### config.mk
export PLATFORM = sky130hd
export DESIGN_NAME = unpacked_sample_fifo
export DESIGN_NICKNAME = d
export VERILOG_FILES = /design/src/rtl/unpacked_sample_fifo_pkg.sv /design/src/rtl/unpacked_fifo_ptr.sv /design/src/rtl/unpacked_sample_fifo.sv
export SDC_FILE = /design/constraint.sdc
export NUM_CORES = 1
export LEC_CHECK = 0
export CAP_MARGIN = 20
export CORE_AREA = 2 2 61 106
export DETAILED_ROUTE_END_ITERATION = 12
export DIE_AREA = 0 0 63 108
export SLEW_MARGIN = 20
export SYNTH_ARGS = -nofsm -noshare
export SYNTH_HDL_FRONTEND = slang
export SYNTH_SLANG_ARGS = --single-unit
### constraint.sdc
create_clock -name clock -period 4 [get_ports clock]
set_input_delay 0.8 -clock clock [delete_from_list [all_inputs] [get_ports clock]]
set_output_delay 0.8 -clock clock [all_outputs]
set_load 0.03 [all_outputs]
### src/rtl/unpacked_sample_fifo_pkg.sv
// Shared helpers for the unpacked sample FIFO.
// Pointer wrap and width helpers used by the FIFO and its pointers.
package unpacked_sample_fifo_pkg;

  function automatic int unsigned cnt_w(input int unsigned depth);
    return $clog2(depth + 1);
  endfunction

  function automatic int unsigned ptr_w(input int unsigned depth);
    return (depth > 1) ? $clog2(depth) : 1;
  endfunction

  // Compare-based wrap keeps non-power-of-two depths correct.
  function automatic int unsigned ptr_inc(
    input int unsigned p,
    input int unsigned depth
  );
    return (p == depth - 1) ? 0 : p + 1;
  endfunction

endpackage

### src/rtl/unpacked_fifo_ptr.sv
// Wrap counter with enable and clear.
// Used for both the read and the write pointer of the FIFO.
module unpacked_fifo_ptr
  import unpacked_sample_fifo_pkg::*;
#(
  parameter int unsigned DEPTH = 4,
  localparam int unsigned PW = ptr_w(DEPTH)
) (
  input  logic          clock,
  input  logic          reset,
  input  logic          clr_i,
  input  logic          en_i,
  output logic [PW-1:0] ptr_o
);

  logic [PW-1:0] ptr_q;
  logic [PW-1:0] ptr_d;

  // Clear wins over advance.
  always_comb begin
    ptr_d = ptr_q;
    if (clr_i) begin
      ptr_d = '0;
    end else if (en_i) begin
      ptr_d = PW'(ptr_inc(32'(ptr_q), DEPTH));
    end
  end

  // Pointer register.
  always_ff @(posedge clock or posedge reset) begin
    if (reset) begin
      ptr_q <= '0;
    end else begin
      ptr_q <= ptr_d;
    end
  end

  assign ptr_o = ptr_q;

endmodule

### src/rtl/unpacked_sample_fifo.sv
// First-word fall-through FIFO over an unpacked storage array.
// Optional UNPACKED_SAMPLE_FIFO_SNAPSHOT_EN adds snap_data/snap_mask.
module unpacked_sample_fifo
  import unpacked_sample_fifo_pkg::*;
#(
  parameter int unsigned W     = 8,
  parameter int unsigned DEPTH = 4,
  localparam int unsigned CW   = cnt_w(DEPTH),
  localparam int unsigned PW   = ptr_w(DEPTH)
) (
  input  logic                 clock,
  input  logic                 reset,
  input  logic                 flush,
  input  logic                 in_valid,
  input  logic [W-1:0]         in_data,
  output logic                 in_ready,
  output logic                 out_valid,
  output logic [W-1:0]         out_data,
  input  logic                 out_ready,
`ifdef UNPACKED_SAMPLE_FIFO_SNAPSHOT_EN
  output logic [W*DEPTH-1:0]   snap_data,
  output logic [DEPTH-1:0]     snap_mask,
`endif
  output logic [CW-1:0]        count
);

  logic [W-1:0]  mem_q [DEPTH];
  logic [CW-1:0] count_q;
  logic [CW-1:0] count_d;
  logic [PW-1:0] rd_ptr;
  logic [PW-1:0] wr_ptr;
  logic          push;
  logic          pop;

  assign in_ready  = (count_q != CW'(DEPTH));
  assign out_valid = (count_q != '0);
  assign push      = in_valid && in_ready;
  assign pop       = out_valid && out_ready;
  assign out_data  = mem_q[rd_ptr];
  assign count     = count_q;

  unpacked_fifo_ptr #(.DEPTH(DEPTH)) u_wr_ptr (
    .clock (clock),
    .reset (reset),
    .clr_i (flush),
    .en_i  (push),
    .ptr_o (wr_ptr)
  );

  unpacked_fifo_ptr #(.DEPTH(DEPTH)) u_rd_ptr (
    .clock (clock),
    .reset (reset),
    .clr_i (flush),
    .en_i  (pop),
    .ptr_o (rd_ptr)
  );

  // Storage write; contents are don't-care after reset or flush.
  always_ff @(posedge clock) begin
    if (push && !flush) begin
      mem_q[wr_ptr] <= in_data;
    end
  end

  // Occupancy next state; flush overrides any transfer.
  always_comb begin
    count_d = count_q;
    if (flush) begin
      count_d = '0;
    end else if (push && !pop) begin
      count_d = count_q + 1'b1;
    end else if (pop && !push) begin
      count_d = count_q - 1'b1;
    end
  end

  // Occupancy register.
  always_ff @(posedge clock or posedge reset) begin
    if (reset) begin
      count_q <= '0;
    end else begin
      count_q <= count_d;
    end
  end

`ifdef UNPACKED_SAMPLE_FIFO_SNAPSHOT_EN
  int unsigned idx;

  // Rotate storage so the oldest entry lands in the low slot.
  always_comb begin
    snap_data = '0;
    snap_mask = '0;
    idx       = 0;
    for (int i = 0; i < DEPTH; i++) begin
      idx = 32'(rd_ptr) + 32'(i);
      if (idx >= DEPTH) begin
        idx = idx - DEPTH;
      end
      snap_data[i*W +: W] = mem_q[idx[PW-1:0]];
      snap_mask[i]        = (i < int'(count_q));
    end
  end
`endif

endmodule
# [Word-level counts from Yosys, hierarchy flattened]
# Memory sizes are Yosys's and may differ from the RTL's.
# Index checks and enable logic that the tools add are counted.
# W data, S select, Z words.
[classes] eq_ne=3 muxes=11 order_cmp=0 bitwise=0 n_shift=0 n_addsub=4 n_reduce_logical=12 n_mul=0 div=0
[op_table] cell="$mux W2" n=6
[op_table] cell="$mux W3" n=3
[op_table] cell="$reduce_bool A3 Y1" n=2
[op_table] cell="$logic_and A1 B1 Y1" n=5
[op_table] cell="$add A2 B1 Y2 const B" n=2
[op_table] cell="$eq A2 B2 Y1 const B" n=2
[op_table] cell="$reduce_bool A2 Y1" n=2
[op_table] cell="$add A3 B1 Y3 const B" n=1
[op_table] cell="$logic_not A1 Y1" n=3
[op_table] cell="$ne A3 B3 Y1 const B" n=1
[op_table] cell="$sub A3 B1 Y3 const B" n=1
[op_table] cell="$mux W1" n=2
[word_totals] out_inout_bits=13 rom_bits=0 n_memories=1 ramBits=32 latchBits=0 reg_bits=7 word_cells=34
[mem_list] name="mem_q" depth=4 width=8 rd=1 rd_ports_with_merged_regs=0 wr=1 line_no="unpacked_sample_fifo.sv:27" rtl="logic [W-1:0] mem_q [DEPTH];"

# [Logic depth before layout (Yosys ltp)]
[depth] depth_word=7 depth_mapped=8

# [Modules after synthesis]
# A second synthesis with hierarchy kept.
[unflattened] cells_unflattened=103 area_unflattened_um2=1711.6
[by_module_without_submodules] mod="unpacked_sample_fifo" seq_area_each_um2=1036.0 area_each_um2=1503.9 instances=1 cells_per_inst=85
[by_module_without_submodules] mod="unpacked_fifo_ptr" seq_area_each_um2=50.0 area_each_um2=103.8 instances=2 cells_per_inst=9

# [Worst setup path after synthesis]
# No wires, ideal clock.
[synth_timing] path_type="register to register" from="register count_q[2] (netlist: count[2])" to="register count_q[1] (netlist: count[1])" slack_ps=1382 setup_ps=94 period_less_slack_ps=2618 arrival_time_ps=2524 path_stages_with_launch=8 path_cell_list="dfrtp_1 > buf_4 > nor3b_1 > inv_1 > and3_1 > fa_1 > a2111o_1 > a221oi_2"
[synth_between] elab_cells_between_ends=11 cone_classes="1 x eq/ne; 2 x mux; 8 x reduce/logical"
[synth_rtl] element="start: declaration" line_no="unpacked_sample_fifo.sv:28" rtl="logic [CW-1:0] count_q;"
[synth_rtl] element="start signal: assignment" line_no="unpacked_sample_fifo.sv:82" rtl="count_q <= count_d;"
[synth_rtl] element="$ne A3 B3 Y1 (*)" line_no="unpacked_sample_fifo.sv:35" rtl="assign in_ready = (count_q != CW'(DEPTH));"
[synth_rtl] element="named net in_ready" line_no="unpacked_sample_fifo.sv:16" rtl="output logic in_ready,"
[synth_rtl] element="$logic_and A1 B1 Y1 (*)" line_no="unpacked_sample_fifo.sv:37" rtl="assign push = in_valid && in_ready;"
[synth_rtl] element="$logic_and A1 B1 Y1 / $logic_not A1 Y1 (equally long branches)" line_no="unpacked_sample_fifo.sv:70, unpacked_sample_fifo.sv:72"
[synth_rtl] element="$mux W3 / $logic_and A1 B1 Y1 (equally long branches)" line_no="unpacked_sample_fifo.sv:70, unpacked_sample_fifo.sv:72"
[synth_rtl] element="$mux W3 / $reduce_bool A3 Y1 (equally long branches)"
# Mark *: on every way through the listed nets, which the timed path passes. The rest lies on a longest branch.
# A chain may end at the register's enable or synchronous reset.

# [Worst setup path in the final report]
[layout_timing] from="register u_rd_ptr.ptr_q[0] (netlist: u_rd_ptr.ptr_o[0])" to="output out_data[2]"
[layout_between] elab_chain_len=1
[layout_lines] element="start: declaration" line_no="unpacked_fifo_ptr.sv:16" rtl="logic [PW-1:0] ptr_q;"
[layout_lines] element="start signal: assignment" line_no="unpacked_fifo_ptr.sv:34" rtl="ptr_q <= ptr_d;"
[layout_lines] element="$mem_v2 Z4 W8"
[layout_lines] element="end: declaration" line_no="unpacked_sample_fifo.sv:18" rtl="output logic [W-1:0] out_data,"
# Every way passes these cells.

==> results.json <==
{
  "outcome": "completed",
  "avgViaCountPerCell": 4.63,
  "worst_r2r_startpoint": "count[0]$_DFFE_PP0P_",
  "count_of_different_cell_masters_after_synthesis": 34,
  "synth_edf_count": 32,
  "tritoncts_num_sinks": 39,
  "regToRegEndpoint": "count[1]$_DFFE_PP0P_",
  "grt_first_pass_wirelength_mm": 4.93,
  "synthFlopType": "edfxtp_1",
  "post_synth_instance_area_um2": 1740,
  "critical_path.endpoint_type": "output port",
  "congestion_overflow_gr": 0,
  "max_freq_ghz": 0.334,
  "cts_made_buffers": 5,
  "cts_htree_levels": 2,
  "cts_hold_buf": 0,
  "startpoint_type": "register",
  "synth-seq-area-share_pct": 65.2,
  "drt-pass1-iter-count": 4,
  "number_of_global_route_vias_before_repair": 1010,
  "nets": 152,
  "final_slew_violations": 0,
  "initial_core_util_pct": 29.6,
  "port_buffers": 25,
  "power.leakage_nw": 0.713,
  "rsz0062_at_grt": "false",
  "num_vias": 986,
  "postSynthRegisterBits": 39,
  "finalPower_mw": 1.10,
  "top_level_ports": 26,
  "timing.hold.worst_path_depth": 2,
  "worst-path-buf-inv": 1,
  "routed_wire_length_per_instance_um": 13.7,
  "grt_antenna_before_repair": 0,
  "finalSetupViolCount": 0,
  "min_period_ns": 3.00,
  "cap_viol_max_count": 0,
  "ff2ff_setup_slack_ns": 1.52,
  "critical-path-slowest-cell": "dfrtp_1",
  "postCtsSetupBuffers": 0,
  "path_class": "register to output port",
  "clock_latency_ns": 0.28,
  "n_antenna_cell": 0,
  "synth_async_sr_flop_share_pct": 17.9,
  "critical-path-top-delay-family": "flip-flops",
  "finalHoldViolations": 0,
  "cp_data_required_time_ns": 3.20,
  "cts-root-to-sink-buffers": 2,
  "drcViolationCount": 0,
  "routabilityCongestion": 0.725,
  "peak_vdd_ir_uv": 257,
  "setup_clock_skew_after_layout_ns": 0.00402,
  "antenna_violating_nets_post_route": 0,
  "power.density_cell_area_nw_per_um2": 520,
  "drt-initial-drc-count": 39,
  "yosysWarningCount": 0,
  "grt_start_max_net_pins": 15,
  "postLayoutCoreUtil_pct": 36.1,
  "post_syn_area_per_cell_um2": 15.8,
  "growth_of_design_area_from_synthesis_to_finish_pct": 21.9,
  "min_to": "u_wr_ptr.ptr_o[1]$_DFFE_PP0P_",
  "grtUsageTotal_pct": 9.67,
  "core_box_area_um2": 5880,
  "routed_wl_mm": 2.91,
  "layout_worst_path_cycle_share_pct": 74.9,
  "clock_root_buffer": "clkbuf_8",
  "clkTransAtPathRegs_ns": 0.07,
  "worstPathCellList": "mux4_2, clkdlybuf4s50_1",
  "slowest_delay_ns": 0.72,
  "synthesis.instances": 110,
  "worst-r2r-cell-count": 6,
  "min_from": "u_wr_ptr.ptr_o[1]$_DFFE_PP0P_",
  "path_max_fanout": 10,
  "worst_pin_slew_ns": 0.597,
  "post_route_cells_drive_above_1_share_pct": 11.1,
  "slew-limit-headroom_pct": 60.2,
  "tns_ns": 0,
  "dieArea_um2": 6800,
  "synth.net_count": 128,
  "fp.dieW_um": 63,
  "arrival_ns": 2.20,
  "tritoncts_clock_tree": "done",
  "holdCritPathClass": "register to register",
  "cts_resized": 0,
  "chip_height_um": 108,
  "std_cell_rows": 37,
  "post-dp-hpwl_mm": 2.08
}
[tightest hold or removal path, cell delays in order, from the launching register on]
cell,delay [ns]
dfrtp_1,0.41
o21ai_0,0.09
a21oi_1,0.07
[kinds of logic (layout without fill, tap and decap cells)]
family,Yosys count,count (layout),synth area share (%)
flops,39,39,65.2
simple gates,22,22,7.26
compound gates,16,16,6.61
buf+inv,16,41,4.45
mux,9,9,10.9
fa+ha+maj,5,5,4.02
xor+xnor,3,3,1.51
[power by group]
group          leakage, nW  switching (mW)  total (mW)  internal, mW
Combinational        0.287           0.173       0.338         0.166
Sequential           0.384          0.0522       0.521         0.469
Clock               0.0422           0.122       0.244         0.122
[registers in the layout, summed over array words and instances (netlist names)]
signal,flops
mem_q,32
count,3
u_rd_ptr.ptr_o,2
u_wr_ptr.ptr_o,2
[cells in the final DEF, fill, tap and decap left out, types with 2 or more instances in the layout]
master,instances
clkdlybuf4s50_1,25
inv_1,8
nor2_1,5
xor2_1,3
clkbuf_1,2
nor3b_1,2
and3_1,2
o21ai_0,5
clkbuf_8,5
and2_1,4
ha_1,4
a21oi_1,3
edfxtp_1,32
nand3_1,2
dfrtp_1,7
mux4_2,8
[synth_stat cells, types with 2 or more instances]
| cell type | instances | area share, % |
|---|---|---|
| mux4_2 | 8 | 10 |
| nand3_1 | 2 | 0.57 |
| buf_4 | 4 | 1.7 |
| nor2_1 | 5 | 1.1 |
| edfxtp_1 | 32 | 55 |
| inv_1 | 8 | 1.7 |
| xor2_1 | 3 | 1.5 |
| o21ai_0 | 5 | 1.4 |
| nor3b_1 | 2 | 0.86 |
| and3_1 | 2 | 0.72 |
| dfrtp_1 | 7 | 10 |
| and2_1 | 4 | 1.4 |
| buf_2 | 2 | 0.57 |
| ha_1 | 4 | 2.9 |
| a21oi_1 | 3 | 0.86 |
[how the worst max path moves through the flow]
stage                                  startpoint                    to  depth (start not counted)
finish              u_rd_ptr.ptr_o[0]$_DFFE_PP0P_           out_data[2]                          2
floorplan                    count[2]$_DFFE_PP0P_  count[1]$_DFFE_PP0P_                          7
CTS                 u_rd_ptr.ptr_o[0]$_DFFE_PP0P_           out_data[4]                          2
global placement                        out_ready  count[1]$_DFFE_PP0P_                          6
global route        u_rd_ptr.ptr_o[0]$_DFFE_PP0P_           out_data[0]                          2
detailed placement                      out_ready  count[1]$_DFFE_PP0P_                          6
[per-stage QoR]
step	setup WS, ns	cells	area, um^2	hold WS (ns)
5_1_grt	0.848	213	2120	0.656
2_1_floorplan	1.38	110	1740	0.560
3_5_place_dp	0.970	205	2040	0.586
6_report	1.00	213	2120	0.607
3_3_place_gp	1.04	205	2040	0.572
4_1_cts	0.928	213	2120	0.617
[layout make-up]
cell class,count,area [um^2]
inverter,8,30.0
timing repair buffer,25,250
fill,574,3760
multi-input combinational,55,528
sequential,39,1140
clock buffer,7,76.3
clock inverter,1,5.00
tap,78,97.6
[metal layers]
| metal | wire length (um) | track usage [%] |
|---|---|---|
| met1 | 1180 | 10.3 |
| met2 | 1560 | 17.1 |
| met3 | 138 | 3.12 |
| met4 | 31 | 4.76 |
| met5 | 0 | 0 |
No activity file was read; power rests on OpenSTA's default activity.
